`src/rtl/sdram_pkg.sv`:
```
// rtl/sdram_pkg.sv - shared types and constants for the sdram_ctl port arbiter
// Purpose: FSM state encoding, sdram_ctl app_wr command encoding, default data
//          width, and the candidate-order helper used by the winner selector.
// Ports:   none (package).
package sdram_pkg;

  localparam int DQ_WIDTH_DEF = 16;

  // sdram_ctl app_wr encoding
  localparam logic WR_CMD = 1'b0;
  localparam logic RD_CMD = 1'b1;

  typedef enum logic [2:0] {
    ST_IDLE,
    ST_REQ,
    ST_WAIT_STRB,
    ST_STREAM,
    ST_GAP
  } arb_state_t;

  // k-th port to consider: fixed order starts at 0, round-robin starts just
  // after the last granted port and wraps.
  function automatic int pick_cand(input int ptr, input int k, input int n, input logic fixed);
    return fixed ? k : (ptr + 1 + k) % n;
  endfunction

endpackage

```
`src/rtl/sdram_rr_pick.sv`:
```
// rtl/sdram_rr_pick.sv - combinational round-robin / fixed-priority winner selector
// Purpose: picks one requester out of N_PORTS.
// Ports:   req   - request vector
//          ptr   - last granted index (round-robin only)
//          fixed - 1 = lowest index wins, 0 = round-robin after ptr
//          gnt   - one-hot winner, idx - winner index, any - some request present
module sdram_rr_pick
  import sdram_pkg::*;
#(
  parameter int N_PORTS = 2
) (
  input  logic [N_PORTS-1:0] req,
  input  logic [1:0]         ptr,
  input  logic               fixed,
  output logic [N_PORTS-1:0] gnt,
  output logic [1:0]         idx,
  output logic               any
);

  always_comb begin
    gnt = '0;
    idx = '0;
    any = 1'b0;
    for (int k = 0; k < N_PORTS; k++) begin
      for (int j = 0; j < N_PORTS; j++) begin
        if (!any && req[j] && (j == pick_cand(int'(ptr), k, N_PORTS, fixed))) begin
          gnt[j] = 1'b1;
          idx    = 2'(j);
          any    = 1'b1;
        end
      end
    end
  end

endmodule

```
`src/rtl/sdram_arbiter.sv`:
```
// rtl/sdram_arbiter.sv - shares one sdram_ctl application port between N_PORTS requesters
// Purpose: grants one burst at a time, holds the command fields stable for the
//          whole transfer, routes data strobes to the granted port and reports
//          completion or watchdog abort per port.
// Ports:   clk, rst (sync, active high)
//          port_req/wr/len/addr/wr_data - per-port request side (flattened vectors)
//          port_ack/done/err            - one-cycle per-port pulses
//          port_wr_next/port_rd_valid   - strobes routed to the granted port only
//          rd_data - read data broadcast, busy - not idle, grant_id - current/last winner
//          app_*   - sdram_ctl application interface
module sdram_arbiter
  import sdram_pkg::*;
#(
  parameter int N_PORTS    = 2,
  parameter int DQ_WIDTH   = DQ_WIDTH_DEF,
  parameter int FIXED_PRIO = 0,
  parameter int TIMEOUT    = 4095
) (
  input  logic                         clk,
  input  logic                         rst,
  input  logic [N_PORTS-1:0]           port_req,
  input  logic [N_PORTS-1:0]           port_wr,
  input  logic [8*N_PORTS-1:0]         port_len,
  input  logic [32*N_PORTS-1:0]        port_addr,
  input  logic [DQ_WIDTH*N_PORTS-1:0]  port_wr_data,
  output logic [N_PORTS-1:0]           port_ack,
  output logic [N_PORTS-1:0]           port_wr_next,
  output logic [N_PORTS-1:0]           port_rd_valid,
  output logic [N_PORTS-1:0]           port_done,
  output logic [N_PORTS-1:0]           port_err,
  output logic [DQ_WIDTH-1:0]          rd_data,
  output logic                         busy,
  output logic [1:0]                   grant_id,
  output logic                         app_req,
  input  logic                         app_req_ack,
  output logic                         app_wr,
  output logic [7:0]                   app_req_len,
  output logic [31:0]                  app_req_addr,
  output logic [DQ_WIDTH-1:0]          app_wr_data,
  input  logic                         app_wr_next_req,
  input  logic [DQ_WIDTH-1:0]          app_rd_data,
  input  logic                         app_rd_ready
);

  // TIMEOUT = 0 disables the watchdog, so TO_LAST is never compared then.
  localparam logic [15:0] TO_LAST = 16'(TIMEOUT - 1);

  arb_state_t           state, state_d;
  logic [15:0]          wd_cnt;
  logic [1:0]           rr_ptr;
  logic [N_PORTS-1:0]   win_oh, cur_oh;
  logic [1:0]           win_idx;
  logic                 win_any;
  logic                 sel_wr;
  logic [7:0]           sel_len;
  logic [31:0]          sel_addr;
  logic                 strobe, timeout;
  logic                 do_grant, drop_req, do_done, do_err, do_gap;

  sdram_rr_pick #(.N_PORTS(N_PORTS)) u_pick (
    .req   (port_req),
    .ptr   (rr_ptr),
    .fixed (FIXED_PRIO != 0),
    .gnt   (win_oh),
    .idx   (win_idx),
    .any   (win_any)
  );

  // Command fields of the winner, latched at grant time.
  always_comb begin
    sel_wr   = 1'b0;
    sel_len  = '0;
    sel_addr = '0;
    for (int i = 0; i < N_PORTS; i++) begin
      if (win_idx == 2'(i)) begin
        sel_wr   = port_wr[i];
        sel_len  = port_len[i*8 +: 8];
        sel_addr = port_addr[i*32 +: 32];
      end
    end
  end

  // Strobe routing and write-data mux follow the registered grant with no added latency.
  always_comb begin
    cur_oh        = '0;
    port_wr_next  = '0;
    port_rd_valid = '0;
    app_wr_data   = '0;
    for (int i = 0; i < N_PORTS; i++) begin
      if (grant_id == 2'(i)) begin
        cur_oh[i]   = 1'b1;
        app_wr_data = port_wr_data[i*DQ_WIDTH +: DQ_WIDTH];
        if (state == ST_WAIT_STRB || state == ST_STREAM) begin
          port_wr_next[i]  = app_wr_next_req;
          port_rd_valid[i] = app_rd_ready;
        end
      end
    end
  end

  assign rd_data = app_rd_data;
  assign busy    = (state != ST_IDLE);
  assign strobe  = (app_wr == RD_CMD) ? app_rd_ready : app_wr_next_req;
  assign timeout = (TIMEOUT != 0) && (wd_cnt == TO_LAST);

  always_comb begin
    state_d  = state;
    do_grant = 1'b0;
    drop_req = 1'b0;
    do_done  = 1'b0;
    do_err   = 1'b0;
    do_gap   = 1'b0;
    case (state)
      ST_IDLE: if (win_any) begin
        do_grant = 1'b1;
        state_d  = ST_REQ;
      end
      ST_REQ: if (app_req_ack) begin
        drop_req = 1'b1;
        state_d  = ST_WAIT_STRB;
      end else if (timeout) begin
        drop_req = 1'b1;
        do_err   = 1'b1;
        state_d  = ST_GAP;
      end
      ST_WAIT_STRB: if (strobe) begin
        state_d = ST_STREAM;
      end else if (timeout) begin
        do_err  = 1'b1;
        state_d = ST_GAP;
      end
      ST_STREAM: if (!strobe) begin
        do_done = 1'b1;
        state_d = ST_GAP;
      end
      ST_GAP: begin
        do_gap  = 1'b1;
        state_d = ST_IDLE;
      end
      default: state_d = ST_IDLE;
    endcase
  end

  // Watchdog restarts on every state change.
  always_ff @(posedge clk) begin
    if (rst) begin
      state  <= ST_IDLE;
      wd_cnt <= '0;
    end else begin
      state  <= state_d;
      wd_cnt <= (state_d != state) ? 16'd0 : wd_cnt + 16'd1;
    end
  end

  always_ff @(posedge clk) begin
    if (rst) begin
      port_ack     <= '0;
      port_done    <= '0;
      port_err     <= '0;
      grant_id     <= '0;
      rr_ptr       <= '0;
      app_req      <= 1'b0;
      app_wr       <= 1'b0;
      app_req_len  <= '0;
      app_req_addr <= '0;
    end else begin
      port_ack  <= '0;
      port_done <= '0;
      port_err  <= '0;
      if (do_grant) begin
        port_ack     <= win_oh;
        grant_id     <= win_idx;
        app_req      <= 1'b1;
        app_wr       <= sel_wr;
        app_req_len  <= sel_len;
        app_req_addr <= sel_addr;
      end
      if (drop_req) app_req   <= 1'b0;
      if (do_done)  port_done <= cur_oh;
      if (do_err)   port_err  <= cur_oh;
      if (do_gap)   rr_ptr    <= grant_id;
    end
  end

endmodule

```
`config.mk`:
```
export PLATFORM = sky130hd
export DESIGN_NAME = sdram_arbiter
export DESIGN_NICKNAME = d
export VERILOG_FILES = /design/src/rtl/sdram_pkg.sv /design/src/rtl/sdram_rr_pick.sv /design/src/rtl/sdram_arbiter.sv
export SDC_FILE = /design/constraint.sdc
export NUM_CORES = 1
export LEC_CHECK = 0
export ABC_CLOCK_PERIOD_IN_PS = 4750
export CELL_PAD_IN_SITES_DETAIL_PLACEMENT = 0
export CELL_PAD_IN_SITES_GLOBAL_PLACEMENT = 1
export CORE_UTILIZATION = 27
export DETAILED_ROUTE_END_ITERATION = 8
export MAX_ROUTING_LAYER = met4
export PLACE_DENSITY = 0.94
export SETUP_SLACK_MARGIN = 0.5
export SLEW_MARGIN = 10
export SYNTH_ARGS = -nofsm -noshare
export SYNTH_HDL_FRONTEND = slang
export SYNTH_HIERARCHICAL = 1
export SYNTH_SLANG_ARGS = --single-unit
export TNS_END_PERCENT = 20
```
`constraint.sdc`:
```
create_clock -name clk -period 4.75 [get_ports clk]
set_clock_uncertainty 0.2 [all_clocks]
set_input_delay 0.95 -clock clk [delete_from_list [all_inputs] [get_ports clk]]
set_output_delay 0.95 -clock clk [all_outputs]
set_load 0.02 [all_outputs]
```
=== After elaboration in Yosys (flattened, before gate mapping) ===
Cells that the tools add are included.

* Bits in registers: 71
* Bits of input ports: 137
* Output and inout bits: 87
* Logic and storage cells: 95

* Add/sub/neg operators: 3
* Equality and inequality tests: 10
* Muxes and demuxes: 44
* Bitwise operators: 5
* Reductions and logical operators: 22

{| class="wikitable"
|+ Operators with widths
! operator !! number
|-
| $logic_not A32 Y1 || 2
|-
| $mux W32 || 2
|-
| $add A32 B2 Y32 const B || 1
|-
| $mux W16 || 2
|-
| $mux W1 || 31
|-
| $add A16 B1 Y16 const B || 1
|-
| $eq A16 B12 Y1 const B || 1
|-
| $mux W8 || 2
|-
| $mux W3 || 5
|-
| $pmux W3 S4 || 1
|-
| $reduce_or A2 Y1 || 5
|-
| $logic_and A1 B1 Y1 || 7
|-
| $eq A3 B2 Y1 const B || 2
|-
| $eq A2 B1 Y1 const B || 2
|-
| $eq A2 B2 Y1 const A || 2
|-
| $logic_not A2 Y1 || 2
|-
| $add A2 B1 Y3 const B || 1
|-
| $eq A3 B1 Y1 const B || 1
|-
| $eq A3 B3 Y1 const B || 1
|-
| $logic_not A1 Y1 || 3
|-
| $logic_not A3 Y1 || 1
|-
| $ne A3 B3 Y1 || 1
|-
| $not A1 Y1 || 3
|-
| $reduce_bool A3 Y1 || 1
|-
| other kinds (4) || 4
|}

=== Depth between registers and ports, before layout ===
* Depth after elaboration: 21
* Gate-level depth with buffers: 8
* Depth with buffers taken out: 7

=== Cells and area by module ===
The synthesis kept the hierarchy.

{| class="wikitable"
|+ Modules (own cells, without submodules)
! module !! instances !! cells each !! area each (µm²) !! seq. area each (µm²)
|-
| sdram_arbiter || 1 || 430 || 3,560.9 || 1,421.4
|-
| sdram_rr_pick || 1 || 8 || 46.3 || 0.0
|}

=== Least setup slack after synthesis ===
OpenSTA, ideal clock, no wires.

* Path kind: register -> output
* Start point: reg grant_id[0]
* End point: out app_wr_data[10]
* Arrival time: 1.559 ns
* Data required time: 3.600 ns
* Setup slack: 2.041 ns
* Stages on the path, launching flop included: 5
* Buffers on the path: 2
* Cells stage by stage: dfxtp_1 clkbuf_1 buf_1 mux2i_1 nor2_1

* Cells in the longest elaborated chain, start to end: 3
* Elaborated cells between the ends (all ways): 4
* Those cells by class: eq/ne: 1; mux: 2; reduce/logical: 1

{| class="wikitable"
|+ RTL lines
! element !! RTL line !! text
|-
| from (decl) || sdram_arbiter.sv:33 || <nowiki>output logic [1:0] grant_id,</nowiki>
|-
| from (signal assigned) || sdram_arbiter.sv:172 || <nowiki>grant_id <= win_idx;</nowiki>
|-
| $logic_not A2 Y1 || sdram_arbiter.sv:90 || <nowiki>if (grant_id == 2'(i)) begin</nowiki>
|-
| $mux W16 || sdram_arbiter.sv:90 ||
|-
| $mux W16 * || sdram_arbiter.sv:90 ||
|-
| to (decl) || sdram_arbiter.sv:39 || <nowiki>output logic [DQ_WIDTH-1:0] app_wr_data,</nowiki>
|}

Mark *: on every way between the ends. The rest lies on a longest branch, timed or not.

=== Final worst setup path ===
* Start point: reg grant_id[0]
* End point: out port_rd_valid[1]

* Cells in the longest elaborated chain, start to end: 2

{| class="wikitable"
|+ RTL lines
! element !! RTL line !! text
|-
| $eq A2 B1 Y1 || sdram_arbiter.sv:90 ||
|-
| $mux W1 || sdram_arbiter.sv:90 ||
|-
| to (decl) || sdram_arbiter.sv:28 || <nowiki>output logic [N_PORTS-1:0] port_rd_valid,</nowiki>
|}

Every way passes these cells.

==> impl_results.md <==
* TritonRoute pass-1 iters at 4
* Clock buffer count from CTS at 9
* Number of global-route vias before repair at 3,350
* Post-DP HPWL at 7780 µm
* P_leak at 2.122 nW
* Antenna fix cells at 0
* Worst-case reg-to-reg path depth at 5
* CP Data Arrival Time at 2.52 ns
* Crit path time final at 3.673 ns
* Overall power at 1.690 mW
* Core Area at 0.01277 mm²
* Clock power share at 35.7%
* Initial antenna violation count at 0
* Final slew viol count at 0
* Status: completed
* Critical path required time at 3.60 ns
* Crit share post-route at 77.32%
* Flop pwr share at 38.5%
* CP max FO at 23
* Switch Pwr at 470.6 µW
* Final core occ at 44.94%
* Initial Util at 27.98%
* Global Route Usage Sum at 15.03%
* CTS H-Tree Depth at 3
* Net Sw Frac at 27.85%
* Total wire length at 10,480 µm
* Reg-to-reg setup timing slack at 2.32 ns
* Post-CTS sizing at 0
* Hold Crit Class: reg2reg
* Setup Crit Path Kind: reg2out
* Worst-Margin Slew at 1.208 ns
* Share of layout cells above drive strength 1 at 4.202%
* Pwr dens at 294.4 mW/mm²
* Root Buffer: clkbuf_16
* Relative slew slack at 19.36%
* Clk buf depth at 2
* Chip Height at 117.0 µm
* Setup violations, final at 0
* Synth Cell Area at 0.003573 mm²
* Post-route ant nets at 0
* RSZ-0062 raised after global routing: false
* CP startpoint kind: flop
* CP endpoint kind: primary output
* CTS tree: yes
* # nets final at 732
* Area grow syn2layout at 60.64%
* Highest clock rate at 0.2723 GHz
* Rows at 41
* IO Port Bufs at 191
* Boundary pin count at 224
* GRT met1 Usage at 15.23%
* Fill cell count at 1,175
* Busiest layer in global routing: met2
* MaxCap Viol Count at 0
* Cells after Synth at 435
* Met3 Use GR at 2.523%
* Worst Hold Depth at 1
* Post-route setup TNS at 0 ns
* Gr ovfl total at 0
* Sink Count at 70
* Clock edge transition at the registers on the reported setup and hold paths at 0.06 ns
* DRT iter0 DRCs at 95
* Later-pin clock latency in the skew report at 0.33 ns
* Post-CTS setup buffers at 0
* Vias at 3,531
* Power share of the combinational group at 25.8%
* Post-DR wirelength/cell at 13.67 µm
* Global-route wire length before repair at 15,400 µm
* GPL Wtd Cong at 0.7349
* Die X at 117.0 µm
* Peak VDD IR at 120.6 µV
* Number of hold buffers added after CTS at 0
* Syn avg cell area at 8.215 µm²
* P_int at 1.219 mW
* Hold Vio Cnt, Final at 0
* Die area at 0.01370 mm²
* Vias per cell at 4.604
* Met2 global-route usage at 27.69%
* # DRC at 0
* Synth warn at 6
* Largest net degree at the start of global routing at 88
[power by group through the flow]
stage / registers, mW / clock network, mW / logic (mW)
2_1_floorplan: 0.680 / 0 / 0.223
3_3_place_gp: 0.661 / 0 / 0.431
3_5_place_dp: 0.662 / 0 / 0.437
4_1_cts: 0.650 / 0.621 / 0.439
5_1_grt: 0.655 / 0.647 / 0.476
6_report: 0.650 / 0.603 / 0.437
[path summary, 6_finish.rpt]
kind	startpoint	to
max	grant_id[0]	port_rd_valid[1]
min	wd_cnt[0]	wd_cnt[0]
max reg2reg	wd_cnt[14]	wd_cnt[7]
min reg2reg	wd_cnt[0]	wd_cnt[0]
[worst max-delay path: stages (launching register included)]
cell and delay, ns:
dfxtp_1 1.11, nand2b_1 0.27, nor2_1 0.17, clkdlybuf4s50_1 0.62
[stage by stage]
step | cell area [µm²] | hold WS (ns) | setup WS (ns) | std cells
final | 5741 | 0.2826 | 1.077 | 767
after global routing | 5741 | 0.3126 | 0.8754 | 767
after CTS | 5741 | 0.2874 | 1.070 | 767
after detailed placement | 5478 | 0.2749 | 1.122 | 754
after global placement | 5478 | 0.2645 | 1.183 | 754
after floorplan | 3577 | 0.2482 | 2.041 | 436
[final cells by class]
class	instances	area (µm²)	share of cell area (%)
tap	172	215.2	3.749
multi-input combinational	313	1909	33.26
sequential	70	1401	24.41
inverter	4	15.01	0.2616
timing repair buffer	195	1937	33.74
clock inverter	2	10.01	0.1744
clock buffer	11	252.7	4.403
[placed cells by master (no fill, tap or decap), drive strengths merged, types with 3 or more instances in the layout]
master,instances
nand3,7
a21oi,45
buf,5
xnor2,3
dfxtp,70
nor4,3
nor2,84
and2,3
and3,5
xor2,11
conb,3
mux2i,59
clkdlybuf4s50,190
inv,4
nand4,4
o21ai,4
nor3,50
clkbuf,11
nand2,14
[registers in the layout, summed over array words and instances, names as in the netlist]
register,count
app_req,1
app_req_addr,32
app_req_len,8
app_wr,1
grant_id,2
port_ack,2
port_done,2
port_err,2
rr_ptr,1
state,3
wd_cnt,16
[metal layers]
metal,share of wire (%),vias to the layer above
li1,-,1788
met1,41,1585
met3,6.7,23
met5,0,-
met2,49,135
met4,2.5,0
(Power assumes the default switching activity.)
